==> config.mk <==
export PLATFORM = sky130hd
export DESIGN_NAME = wb_regfile
export DESIGN_NICKNAME = d
export VERILOG_FILES = /design/src/rtl/wb_regfile.sv
export SDC_FILE = /design/constraint.sdc
export NUM_CORES = 2
export LEC_CHECK = 0
export BUFFER_PORTS_ARGS = -buffer_cell sky130_fd_sc_hd__buf_2
export CORE_UTILIZATION = 34
export CTS_CLUSTER_SIZE = 10
export DETAILED_ROUTE_END_ITERATION = 16
export PLACE_DENSITY = 0.56
export SLEW_MARGIN = 40
export SYNTH_ARGS = -nofsm -noshare
export SYNTH_HDL_FRONTEND = slang
export SYNTH_SLANG_ARGS = --single-unit
==> constraint.sdc <==
create_clock -name clk -period 4.82 [get_ports clk]
set_clock_uncertainty 0.05 [all_clocks]
set_input_delay 0.964 -clock clk [delete_from_list [all_inputs] [get_ports clk]]
set_output_delay 0.964 -clock clk [all_outputs]
set_load 0.005 [all_outputs]
==> src/rtl/wb_regfile.sv <==
// Writeback stage: selects the writeback value, commits it into a 32 x XLEN
// integer register file (x0 hardwired to zero), exposes two combinational read
// ports, a zero-latency EX forwarding tap and a retired-instruction counter.
// Optional build macro: REGFILE_BYPASS_EN enables write-before-read bypass on
// the read ports.
module wb_regfile #(
   parameter int XLEN     = 32,
   parameter int PC_BITS  = 32,
   parameter int CNT_BITS = 64
) (
   input  logic                clk,
   input  logic                rst,
   input  logic                WB_valid,
   input  logic [XLEN-1:0]     WB_data_mem,
   input  logic [4:0]          WB_rd,
   input  logic                WB_we,
   input  logic [PC_BITS-1:0]  WB_pc,
   input  logic                WB_jlx,
   input  logic [4:0]          ID_rs1,
   input  logic [4:0]          ID_rs2,
   output logic [XLEN-1:0]     ID_rs1_data,
   output logic [XLEN-1:0]     ID_rs2_data,
   output logic                WB_fwd_valid,
   output logic [4:0]          WB_fwd_rd,
   output logic [XLEN-1:0]     WB_fwd_data,
   output logic [CNT_BITS-1:0] instret
);

   logic [XLEN-1:0]     regs [32];
   logic [XLEN-1:0]     pc_ext;
   logic [XLEN-1:0]     wb_val;
   logic                commit;
   logic [CNT_BITS-1:0] instret_q;

   // The link address is computed in XLEN bits, so the PC is fitted to XLEN first.
   generate
      if (PC_BITS >= XLEN) begin : g_pc_trunc
         assign pc_ext = WB_pc[XLEN-1:0];
      end else begin : g_pc_zext
         assign pc_ext = {{(XLEN-PC_BITS){1'b0}}, WB_pc};
      end
   endgenerate

   // A bubble gates everything else, so X on WB_we/WB_rd cannot corrupt state.
   assign wb_val = WB_jlx ? (pc_ext + XLEN'(4)) : WB_data_mem;
   assign commit = WB_valid & WB_we & (WB_rd != 5'd0);

   assign WB_fwd_valid = commit;
   assign WB_fwd_rd    = WB_rd;
   assign WB_fwd_data  = wb_val;

   // NOTE: the architectural registers must be zero after reset, so this array is
   // reset explicitly; that keeps it in flops rather than a RAM macro.
   always_ff @(posedge clk or negedge rst) begin
      if (!rst) begin
         for (int i = 0; i < 32; i++) begin
            regs[i] <= '0;
         end
      end else if (commit) begin
         // NOTE: state is updated with non-blocking assignments so every flop
         // samples pre-edge values regardless of statement order.
         regs[WB_rd] <= wb_val;
      end
   end

   always_ff @(posedge clk or negedge rst) begin
      if (!rst) begin
         instret_q <= '0;
      end else if (WB_valid) begin
         instret_q <= instret_q + CNT_BITS'(1);
      end
   end

   assign instret = instret_q;

   always_comb begin
      // NOTE: defaults first so no path leaves an output unassigned (no latch).
      ID_rs1_data = '0;
      ID_rs2_data = '0;
      if (ID_rs1 != 5'd0) begin
`ifdef REGFILE_BYPASS_EN
         ID_rs1_data = (commit && (ID_rs1 == WB_rd)) ? wb_val : regs[ID_rs1];
`else
         ID_rs1_data = regs[ID_rs1];
`endif
      end
      if (ID_rs2 != 5'd0) begin
`ifdef REGFILE_BYPASS_EN
         ID_rs2_data = (commit && (ID_rs2 == WB_rd)) ? wb_val : regs[ID_rs2];
`else
         ID_rs2_data = regs[ID_rs2];
`endif
      end
   end

endmodule

== Word-level counts from Yosys, hierarchy flattened ==
Cells that the tools add are included.
Storage, ports and cells
  bits in registers: 1088
  bits of input ports: 84
  output and inout bits: 166
  logic and storage cells: 60
Operators by class
  add/sub/neg operators: 2
  $lt $le $gt $ge: 4
  mux-type cells: 12
  bitwise logic cells: 5
  reductions and logical operators: 4
Operator list (number)
  $bwmux W1024: 1
  $bmux W32 S5: 2
  $mux W32: 8
  $demux W32 S5: 1
  $add A64 B1 Y64 const B: 1
  $add A32 B3 Y32 const B: 1
  $ge A6 B6 Y1 const B: 3
  $not A5 Y6: 3
  $reduce_bool A5 Y1: 3
  $lt A6 B1 Y1 const B: 1
  $and A1 B1 Y1: 2
  $logic_and A1 B1 Y1: 1

== Depth between registers and ports, before layout ==
  depth in word-level cells: 6
  mapped depth: 9

== Worst setup path before layout ==
OpenSTA, ideal clock, no wires.
  path type: input to output
  start point: input port ID_rs1[1]
  end point: output port ID_rs1_data[11]
  data arrival time: 3027 ps
  path slack: 779 ps
  stages: 6
  buffers on the path: 3
  cells stage by stage: clkbuf_1 buf_1 buf_2 mux4_2 mux4_2 mux2_2
Between the ends
  cells in the longest elaborated chain, start to end: 5
  elaborated cells on any way between the ends: 6
  classes of those cells: mux (4); bitwise (1); reduce/logical (1)
RTL lines
  from (decl): RTL line 19  | input logic [4:0] ID_rs1,
  $not A5 Y6 (not written as such): RTL line 84  | ID_rs1_data = regs[ID_rs1];
  $bmux W32 S5: RTL line 84
  $mux W32 (not written as such) (2 in series): RTL line 84
  $mux W32 *: RTL line 80  | if (ID_rs1 != 5'd0) begin
  to (decl): RTL line 21  | output logic [XLEN-1:0] ID_rs1_data,
Every way passes the cells marked *; elsewhere a longest branch is shown, timed or not. The select of a mux whose other input is x is not followed.

== Worst setup path after layout ==
  start point: input port ID_rs2[1]
  end point: output port ID_rs2_data[31]
Between the ends
  cells in the longest elaborated chain, start to end: 5
  elaborated cells on any way between the ends: 6
  classes of those cells: mux (4); bitwise (1); reduce/logical (1)
RTL lines
  from (decl): RTL line 20  | input logic [4:0] ID_rs2,
  $not A5 Y6 (not written as such): RTL line 91  | ID_rs2_data = regs[ID_rs2];
  $bmux W32 S5: RTL line 91
  $mux W32 (not written as such) (2 in series): RTL line 91
  $mux W32 *: RTL line 87  | if (ID_rs2 != 5'd0) begin
  to (decl): RTL line 22  | output logic [XLEN-1:0] ID_rs2_data,
Marked as above.

==> impl_results.md <==
* Clock Tree Buf Depth at 3
* Outcome: completed
* Final setup vio count at 0
* Inst Count DP at 7314
* Layout area overhead at 14.6%
* Post-CTS Setup Inserts at 0
* Synthesized area per cell at 10.9 um^2
* R2r worst-path depth at 5
* First-pass GRT wire length at 297 mm
* Period utilization at 96.9%
* Vias in the first global route at 42600
* Pre-Repair DR Iteration Count at 6
* Routed len/inst at 26.8 um
* Initial DRC count at 4264
* Pwr Density at 381 nW/um^2
* Worst-path cell chain: buf_8 > buf_4 > mux4_2 > mux2i_1 > nor2_1 > a2111oi_0 > buf_4 > nor3_1 > buf_2
* Die Area at 169000 um^2
* Capturing element type of the critical path: output port
* Async S/R FF share, synth at 100%
* Max_cap viols at 0
* Initial antenna violation count at 34
* R2R Path End: instret[63]
* Residual DRC at 0
* Synth Area in Simple Gates at 10.6%
* Sink Count at 1088
* Non-Filler Instances at 7507
* Synth Register Bits at 1088
* Via count at 43300
* Register area share after synthesis at 47.8%
* Pins Over Slew Limit at 0
* Syn Nets at 5329
* PortBufs at 249
* CP arrival at 3.66 ns
* Startpoint types: input pin
* Pre-CTS WS at 0.0163 ns
* Root Driver: clkbuf_16
* Worst path slowest cell: buf_4
* GRT Total Usage at 23.8%
* Post-DRT Antenna Nets at 0
* Crit-path max cell delay at 0.64 ns
* Adder-Cell Fraction of Synth Area at 0.0439%
* CTS H-Tree Depth at 4
* CTS tree: yes
* DPL Wire Length at 126 mm
* Metal2 WL at 92.6 mm
* Reg clk slew, reported paths at 0.06 ns
* Resized Gates After CTS at 0
* Post-Synth XOR/XNOR Area at 1.14%
* Kind of critical path: in -> out
* Hold crit path type: in -> async
* Peak supply drop at 0.351 mV
* RSZ-0062 raised after global routing: false
* Largest net degree at the start of global routing at 97
* Total Power at 24.9 mW
* Post-synthesis compound-gate area fraction at 12.8%
* Normalized max-slew margin at 43.4%
* Req. time, crit path at 3.81 ns
* EDFF count, synth at 0
* Yosys warns at 0
* Die Y at 411 um
* Post-synth top area share at 47.8%
* Tightest Pin Transition at 0.849 ns
* Crit path time final at 4.67 ns
* Grt ovf at 0
* Clock Latency Late Sink at 0.76 ns
* Post-synth top area cell: dfrtp_1
* Initial Util at 34.4%
* Vias/cell at 5.76
* Multiplexer share of the synthesized area at 23.3%
* Leakage at 28.5 nW
* Metal3 WL at 16.8 mm
* Worst Path Max Fanout at 44
* Final count of hold timing violations at 0
* DR top layer: met5
* Critical R2R Launch: instret[3]
* Top FF cell, synth: dfrtp_1
* # rows at 149
* RePlAce Congestion at 0.824
* CTS Hold Buffers Added at 0
* Synth Instances at 5243
* Reg2Reg Setup Slack at 2.23 ns
* Ports at 250
* Nets at 5344
* Largest family of logic cells by synthesized area: multiplexers
* Synth cell types at 61
* Drt total wl at 201 mm
* Layout cells sized above 1 at 24.8%
* Num CTS Buffers at 131
* Maximum clock rate at 214 MHz
* Fin worst setup slack at 0.149 ns
* Critical path's most frequent cell: buf_4
* Most area-consuming cells after synthesis: dfrtp_1 48%, mux4_2 18%, nand2_1 7.0%
* Die W at 411 um
* Synth Cell Area at 57000 um^2
* Core Box Area at 166000 um^2
* Met1 Wirelength at 85.6 mm
[layout make-up]
cell class                      instances  area (um^2)
Clock buffer                          168         3500
Fill cell                           15800       100000
Sequential cell                      1088        27200
Inverter                               68          255
Multi-Input combinational cell       3520        27900
Tap cell                             2189         2740
Clock inverter                         17          357
Antenna cell                            8         20.0
Timing Repair Buffer                  449         3340
[metal layers]
metal | global-route usage, % | up-vias
li1 | - | 19000
met1 | 32.8 | 22100
met2 | 37.0 | 1705
met3 | 5.56 | 392
met4 | 7.37 | 44
met5 | 0 | -
[state kept, by name (all words and copies together), names as in the netlist]
register,flops
instret,64
regs,1024
[worst max-delay path by stage]
stage              start         endpoint  slack (ns)
3_5_place_dp    WB_pc[2]  WB_fwd_data[30]        0.02
5_1_grt        ID_rs2[1]  ID_rs2_data[31]        0.11
6_report       ID_rs2[1]  ID_rs2_data[31]        0.15
3_3_place_gp   ID_rs2[0]   ID_rs2_data[0]       -0.05
4_1_cts         WB_pc[2]  WB_fwd_data[30]       0.007
2_1_floorplan  ID_rs1[1]  ID_rs1_data[11]        0.78
[cell usage in the layout (no fill, tap or decap), types with 118 or more instances in the layout]
cell type,n
buf_4,161
clkbuf_16,132
nor2_1,118
o21ai_1,195
buf_2,238
o21ai_0,719
mux2i_1,183
dfrtp_1,1088
nand2_1,1025
mux4_2,454
[Yosys cell counts, types with 6 or more instances]
cell       instances
o211ai_1          15
and4_1            10
clkbuf_1         442
buf_2             56
buf_4              6
nor3_1            76
a211oi_1          27
nor2b_1           27
o21ai_2           58
buf_1             56
or3_1              6
o22ai_1           32
nand4_1           32
o221ai_1          33
a22o_1             6
o21ai_0          719
a2111oi_0         30
or4_1              8
nor2_1           118
xnor2_1           43
mux4_2           454
xor2_1            31
nand3_1           41
and3_1            16
buf_6              7
a31o_2             8
o21ai_1          195
or2_2             10
nor4_1            16
inv_1             63
dfrtp_1         1088
nand2_1         1057
o31ai_1           17
mux2i_1          193
mux2_2            98
a221oi_1          54
a21oi_1           45
[stage by stage]
step | util, % | instance area (um^2) | hold slack, ns | TNS [ns]
global placement | 36.9 | 61200 | 0.311 | -0.0518
floorplan | - | 57000 | 0.375 | 0
finish | 39.4 | 65300 | 0.0599 | 0
detailed placement | 37.1 | 61400 | 0.313 | 0
global route | 39.4 | 65300 | 0.0542 | 0
CTS | 39.4 | 65300 | 0.0297 | 0
[cells by family after synthesis]
logic type	Yosys count
compound gates	1257
xor+xnor	74
fa+ha+maj	2
buf+inv	635
flops	1088
mux	745
simple gates	1442
[critical path, delay by kind of cell]
kind	cells	cell delay [ns]
buffers and inverters	4	1.27
AND/OR/NAND/NOR	2	0.13
AO/OA/AOI/OAI	1	0.63
multiplexers	2	0.58
[power by group]
group | internal, mW | switching (mW) | leakage (nW)
Sequential | 10.4 | 0.950 | 14.5
Combinational | 2.09 | 2.27 | 12.1
Clock | 5.17 | 4.04 | 1.86
(Power assumes the default switching activity.)
